File: config.mk
export PLATFORM = sky130hd
export DESIGN_NAME = stream_mux_rr
export DESIGN_NICKNAME = d
export VERILOG_FILES = /design/src/rtl/stream_mux_rr_pkg.sv /design/src/rtl/stream_mux_rr_arbiter.sv /design/src/rtl/stream_mux_rr.sv
export SDC_FILE = /design/constraint.sdc
export NUM_CORES = 1
export LEC_CHECK = 0
export ABC_AREA = 1
export BUFFER_PORTS_ARGS = -buffer_cell sky130_fd_sc_hd__buf_4
export CAP_MARGIN = 20
export CORE_MARGIN = 4
export CORE_UTILIZATION = 35
export DETAILED_ROUTE_END_ITERATION = 7
export PLACE_DENSITY = 0.71
export SETUP_SLACK_MARGIN = 0.15
export SLEW_MARGIN = 20
export SYNTH_ARGS = -nofsm -noshare
export SYNTH_HDL_FRONTEND = slang
export SYNTH_HIERARCHICAL = 1
export SYNTH_SLANG_ARGS = --single-unit
File: constraint.sdc
create_clock -name clk -period 2.75 [get_ports clk]
set_input_delay 0.275 -clock clk [delete_from_list [all_inputs] [get_ports clk]]
set_output_delay 0.275 -clock clk [all_outputs]
set_load 0.02 [all_outputs]
File: src/rtl/stream_mux_rr_pkg.sv
// Shared definitions for the stream_mux_rr block: arbitration mode encodings,
// the clog2 constant function and the channel-slice index macro.
// Optional feature macro used by the block: STREAM_MUX_FORCE_SEL_EN.
`ifndef STREAM_MUX_RR_PKG_SV
`define STREAM_MUX_RR_PKG_SV

// Bit range of channel <idx> inside a flat CHANNELS*WIDTH bus
`define STREAM_MUX_SLICE(idx, w) ((idx)*(w)) +: (w)

package stream_mux_rr_pkg;

   localparam int ARB_FIXED = 0;
   localparam int ARB_RR    = 1;

   // Number of bits needed to encode 'value' distinct indices
   function automatic int mux_clog2(input int value);
      int result;
      int rem;
      result = 0;
      rem    = value - 1;
      while (rem > 0) begin
         result = result + 1;
         rem    = rem >> 1;
      end
      return result;
   endfunction

endpackage

`endif

File: src/rtl/stream_mux_rr_arbiter.sv
// rr_arbiter: picks one requester, either lowest index first or round-robin
// starting just after the last granted index (ptr). Produces a one-hot grant
// and the matching encoded index; nothing is granted while enable is low.
module rr_arbiter
   import stream_mux_rr_pkg::*;
#(
   parameter int CHANNELS = 4,
   parameter int RR_MODE  = ARB_RR,
   localparam int SEL_W   = mux_clog2(CHANNELS)
) (
   input  logic [CHANNELS-1:0] req,
   input  logic [SEL_W-1:0]    ptr,
   input  logic                enable,
   output logic [CHANNELS-1:0] grant,
   output logic [SEL_W-1:0]    idx
);

   int               cand_s;
   logic [SEL_W-1:0] cand_idx_s;
   logic             hit_s;
   logic             found_s;

   // Walk the channels in priority order and grant the first requester
   always_comb begin
      grant      = '0;
      idx        = '0;
      found_s    = 1'b0;
      cand_s     = 0;
      cand_idx_s = '0;
      hit_s      = 1'b0;
      for (int k = 0; k < CHANNELS; k++) begin
         cand_s     = (RR_MODE == ARB_RR) ? ((int'(ptr) + 1 + k) % CHANNELS) : k;
         cand_idx_s = SEL_W'(cand_s);
         hit_s      = enable && !found_s && req[cand_idx_s];
         grant[cand_idx_s] = grant[cand_idx_s] | hit_s;
         idx        = hit_s ? cand_idx_s : idx;
         found_s    = found_s | hit_s;
      end
   end

endmodule

File: src/rtl/stream_mux_rr.sv
// stream_mux_rr: N-channel valid/ready stream multiplexer with a single
// registered output stage. Arbitration is fixed-priority or round-robin.
// Optional macro STREAM_MUX_FORCE_SEL_EN adds force_en/force_sel, which
// restrict eligibility to one channel without moving the round-robin pointer.
module stream_mux_rr
   import stream_mux_rr_pkg::*;
#(
   parameter int WIDTH    = 32,
   parameter int CHANNELS = 4,
   parameter int RR_MODE  = ARB_RR,
   localparam int SEL_W   = mux_clog2(CHANNELS)
) (
   input  logic                      clk,
   input  logic                      rst,
   input  logic [CHANNELS-1:0]       in_valid,
   input  logic [CHANNELS*WIDTH-1:0] in_data,
   output logic [CHANNELS-1:0]       in_ready,
   output logic                      out_valid,
   output logic [WIDTH-1:0]          out_data,
   output logic [SEL_W-1:0]          out_sel,
   input  logic                      out_ready
`ifdef STREAM_MUX_FORCE_SEL_EN
   ,
   input  logic                      force_en,
   input  logic [SEL_W-1:0]          force_sel
`endif
);

   logic                out_valid_q, out_valid_d;
   logic [WIDTH-1:0]    out_data_q,  out_data_d;
   logic [SEL_W-1:0]    out_sel_q,   out_sel_d;
   logic [SEL_W-1:0]    ptr_q,       ptr_d;

   logic                load_en_s;
   logic                load_s;
   logic                forced_s;
   logic [CHANNELS-1:0] req_s;
   logic [CHANNELS-1:0] grant_s;
   logic [SEL_W-1:0]    idx_s;
   logic [WIDTH-1:0]    in_word_s [CHANNELS];

   genvar gi;
   generate
      for (gi = 0; gi < CHANNELS; gi++) begin : g_chan
         assign in_word_s[gi] = in_data[`STREAM_MUX_SLICE(gi, WIDTH)];
`ifdef STREAM_MUX_FORCE_SEL_EN
         assign req_s[gi] = in_valid[gi] & (~force_en | (force_sel == SEL_W'(gi)));
`else
         assign req_s[gi] = in_valid[gi];
`endif
      end
   endgenerate

`ifdef STREAM_MUX_FORCE_SEL_EN
   assign forced_s = force_en;
`else
   assign forced_s = 1'b0;
`endif

   // The output register may accept a word when empty or draining this cycle
   assign load_en_s = !out_valid_q || out_ready;

   rr_arbiter #(
      .CHANNELS (CHANNELS),
      .RR_MODE  (RR_MODE)
   ) u_arb (
      .req    (req_s),
      .ptr    (ptr_q),
      .enable (load_en_s && !rst),
      .grant  (grant_s),
      .idx    (idx_s)
   );

   assign in_ready = grant_s;
   assign load_s   = |grant_s;

   // Next-state for the output register and the round-robin pointer
   always_comb begin
      out_valid_d = out_valid_q;
      out_data_d  = out_data_q;
      out_sel_d   = out_sel_q;
      ptr_d       = ptr_q;
      if (load_s) begin
         out_valid_d = 1'b1;
         out_data_d  = in_word_s[idx_s];
         out_sel_d   = idx_s;
         if ((RR_MODE == ARB_RR) && !forced_s) begin
            ptr_d = idx_s;
         end else begin
            ptr_d = ptr_q;
         end
      end else if (out_ready) begin
         out_valid_d = 1'b0;
      end else begin
         out_valid_d = out_valid_q;
      end
   end

   // Output stage and pointer state; reset discards any held word
   always_ff @(posedge clk) begin
      if (rst) begin
         out_valid_q <= 1'b0;
         out_data_q  <= '0;
         out_sel_q   <= '0;
         ptr_q       <= SEL_W'(CHANNELS - 1);
      end else begin
         out_valid_q <= out_valid_d;
         out_data_q  <= out_data_d;
         out_sel_q   <= out_sel_d;
         ptr_q       <= ptr_d;
      end
   end

   assign out_valid = out_valid_q;
   assign out_data  = out_data_q;
   assign out_sel   = out_sel_q;

endmodule

==> impl_metrics.toml <==
[global_routing]
grt_usage_pct = 22.3
grt_max_degree = 36
antenna_found_initial = 0
grt_first_pass_wirelength_mm = 20.1
grt.overflow.total = 0
grt_pass1_vias = 4254

[layout]
syn_to_final_growth_pct = 74.5
seq_area_um2 = 746
layout-drive-gt1-share_pct = 46.2
nNetsFinal = 880
fillers = 770
final_cell_count_no_fill = 849
multi_input_comb_area_um2 = 2460
diodes = 0

[drt]
viasPerCell = 5.09
drt_iter0_markers = 182
drc = 0
routed_wl_mm = 12.6
drtPass1Iterations = 5
wl_per_cell_um = 14.9
final_antenna_net_count = 0
vias = 4322

[clocking]
cts-htree-levels = 2
cts_tree = "yes"
clk-insertion-delay-late_ns = 0.29
cts_buffers = 5
cts.sinks = 37
cts_root_buf = "clkbuf_8"
clk_pin_slew_worst_paths_ns = 0.08
cts_max_path_buffers = 2
holdBufCountCts = 0

[logic_synthesis]
yosysWarnings = 6
synth.net_count = 666
synth-seq-cells = 37
syn_area_um2 = 3230
yosysSeqAreaShare_pct = 22.9
yosys.cell_types.count = 31
netlist_instances = 526
syn_avg_cell_area_um2 = 6.15

[floorplanning]
die-area_um2 = 10800
start_util_pct = 36.5
fp.dieH_um = 104
io_pins = 174
die_x_um = 104
row_count = 34
core_area_um2 = 8850

[setup_path]
end_kind = "flip-flop"
crit_type = "flip-flop to flip-flop"
critPathLaunchType = "flip-flop"
rrSetupSlack_ns = -0.24
crit_fanout = 5
critPathRequiredTime_ns = 2.93
crit_arrival_ns = 3.17
r2r_cells = 26

[timing]
worst_pin_slew_ns = 1.05
max-slew-margin-rel_pct = 29.9
slew_viol_final = 0
grt_setup_unrepaired = "yes"
layout_setup_ws_ns = -0.240
fmax_mhz = 334
fin_worst_skew_ns = 0.00554
final_hold_viol_count = 0
layout_min_cycle_time_ns = 2.99
setup_viol = 41
period_share_pct = 109

[place]
dp_hpwl_mm = 9.38
place.gp.congestion = 0.889
numPortBuffers = 173
dp_cells = 825

[status]
status = "finished, violations left"
violations = "setup timing"

[worst_hold_path]
hold_path_depth = 2
worstHoldPathType = "primary input to flip-flop"

[flow_run]
maxCapViolations = 0
[flip-flops by register name, summed over array words and instances (netlist names)]
name / flops
out_data: 32
out_sel: 2
out_valid: 1
ptr_q: 2
[path summary, 6_finish.rpt]
path | from | end
worst max-delay path | ptr_q[0] | out_data[7]
worst min-delay path | rst | out_sel[1]
worst max register to register | ptr_q[0] | out_data[7]
worst min register to register | out_sel[1] | out_sel[1]
[per-stage QoR]
stage	utilization (%)	hold slack, ns	setup WS [ns]	TNS, ns	instance area [um^2]
after CTS	62.7	0.167	-0.169	-4.42	5550
after detailed placement	56.7	0.472	-0.168	-5.01	5020
after global placement	56.7	0.474	-0.0751	-1.42	5020
final	63.7	0.174	-0.240	-7.68	5640
after global routing	63.7	0.167	-0.432	-15.23	5640
after floorplan	-	0.344	-0.138	-4.63	3400
[per-layer routing]
| layer | vias to the layer above | global-route usage (%) | routed length, um |
|---|---|---|---|
| met5 | - | 0 | 0 |
| met4 | 0 | 6.65 | 308 |
| met3 | 24 | 3.23 | 569 |
| met2 | 136 | 41.7 | 6670 |
| met1 | 2009 | 26.0 | 5080 |
| li1 | 2153 | - | - |
[critical path: stages (launching register included)]
cell,delay (ns)
dfxtp_4,0.39
inv_8,0.04
ha_4,0.31
inv_8,0.04
nand2_4,0.05
nand2_4,0.07
nand4_1,0.14
nand2_4,0.08
inv_6,0.09
nand3_4,0.08
nand3_2,0.07
nand3_2,0.08
nand2_2,0.11
nand3_1,0.11
nand3_1,0.08
nand2_1,0.06
nand2_1,0.08
nand2_2,0.10
nand2_2,0.09
nand2_4,0.06
nor2_4,0.15
buf_12,0.15
buf_6,0.10
buf_6,0.11
nand3b_1,0.09
nand2_1,0.09
a21oi_2,0.04
[cell usage in the layout (no fill, tap or decap), types with 2 or more instances in the layout]
cell,instances
nand4_1,3
nor2_1,7
dfxtp_1,35
buf_4,208
nand2_2,11
inv_1,13
nand2_1,220
nor2_4,3
inv_2,2
o21ai_2,3
buf_16,3
nand3b_1,32
nand3_2,14
nand3_4,4
buf_6,16
buf_8,4
nand2_4,11
nand3_1,76
clkbuf_8,6
ha_1,3
a21oi_2,34
buf_12,9
inv_8,2
[kinds of logic after synthesis]
family,synth area share (%)
DFF,22.9
adders and majority gates,1.93
AOI/OAI and AO/OA,11.5
and+or+nand+nor,53.8
buffers and inverters,9.87
[cell usage after synthesis, drive strengths merged]
cell     count  area [um^2]
clkinv       1         3.75
inv         17         68.8
clkbuf       5         18.8
a31oi        1         6.26
dfxtp       37          741
nor3         1         5.00
ha           5         62.6
a211o        1         8.76
o211ai       1         7.51
a211oi       1         7.51
o22ai        1         6.26
o21ai        5         25.0
nand2      243          945
buf         29          210
bufinv       1         17.5
nand3b      32          240
nand3       94          470
nor2        11         58.8
a2111oi      1         15.0
a21oi       36          297
nand4        3         18.8
[final cells by class]
type | count | area share [%]
multi-input combinational | 436 | 43.7
sequential | 37 | 13.2
clock inverter | 1 | 0.532
timing repair buffer | 241 | 37.0
clock buffer | 7 | 1.53
tap | 108 | 2.40
inverter | 19 | 1.62
[timing repair]
item / in CTS / in global routing
setup buffers: 8 / 2
resized for setup: 56 / 12
gates cloned: 5 / 1
hold endpoints to repair: 0 / 0
setup endpoints to repair: 41 / 41
pin swaps: 29 / 9
Power is left out: the tool's default activity adds up to more than one toggle a clock period on the data nets, which glitch-free logic cannot reach.
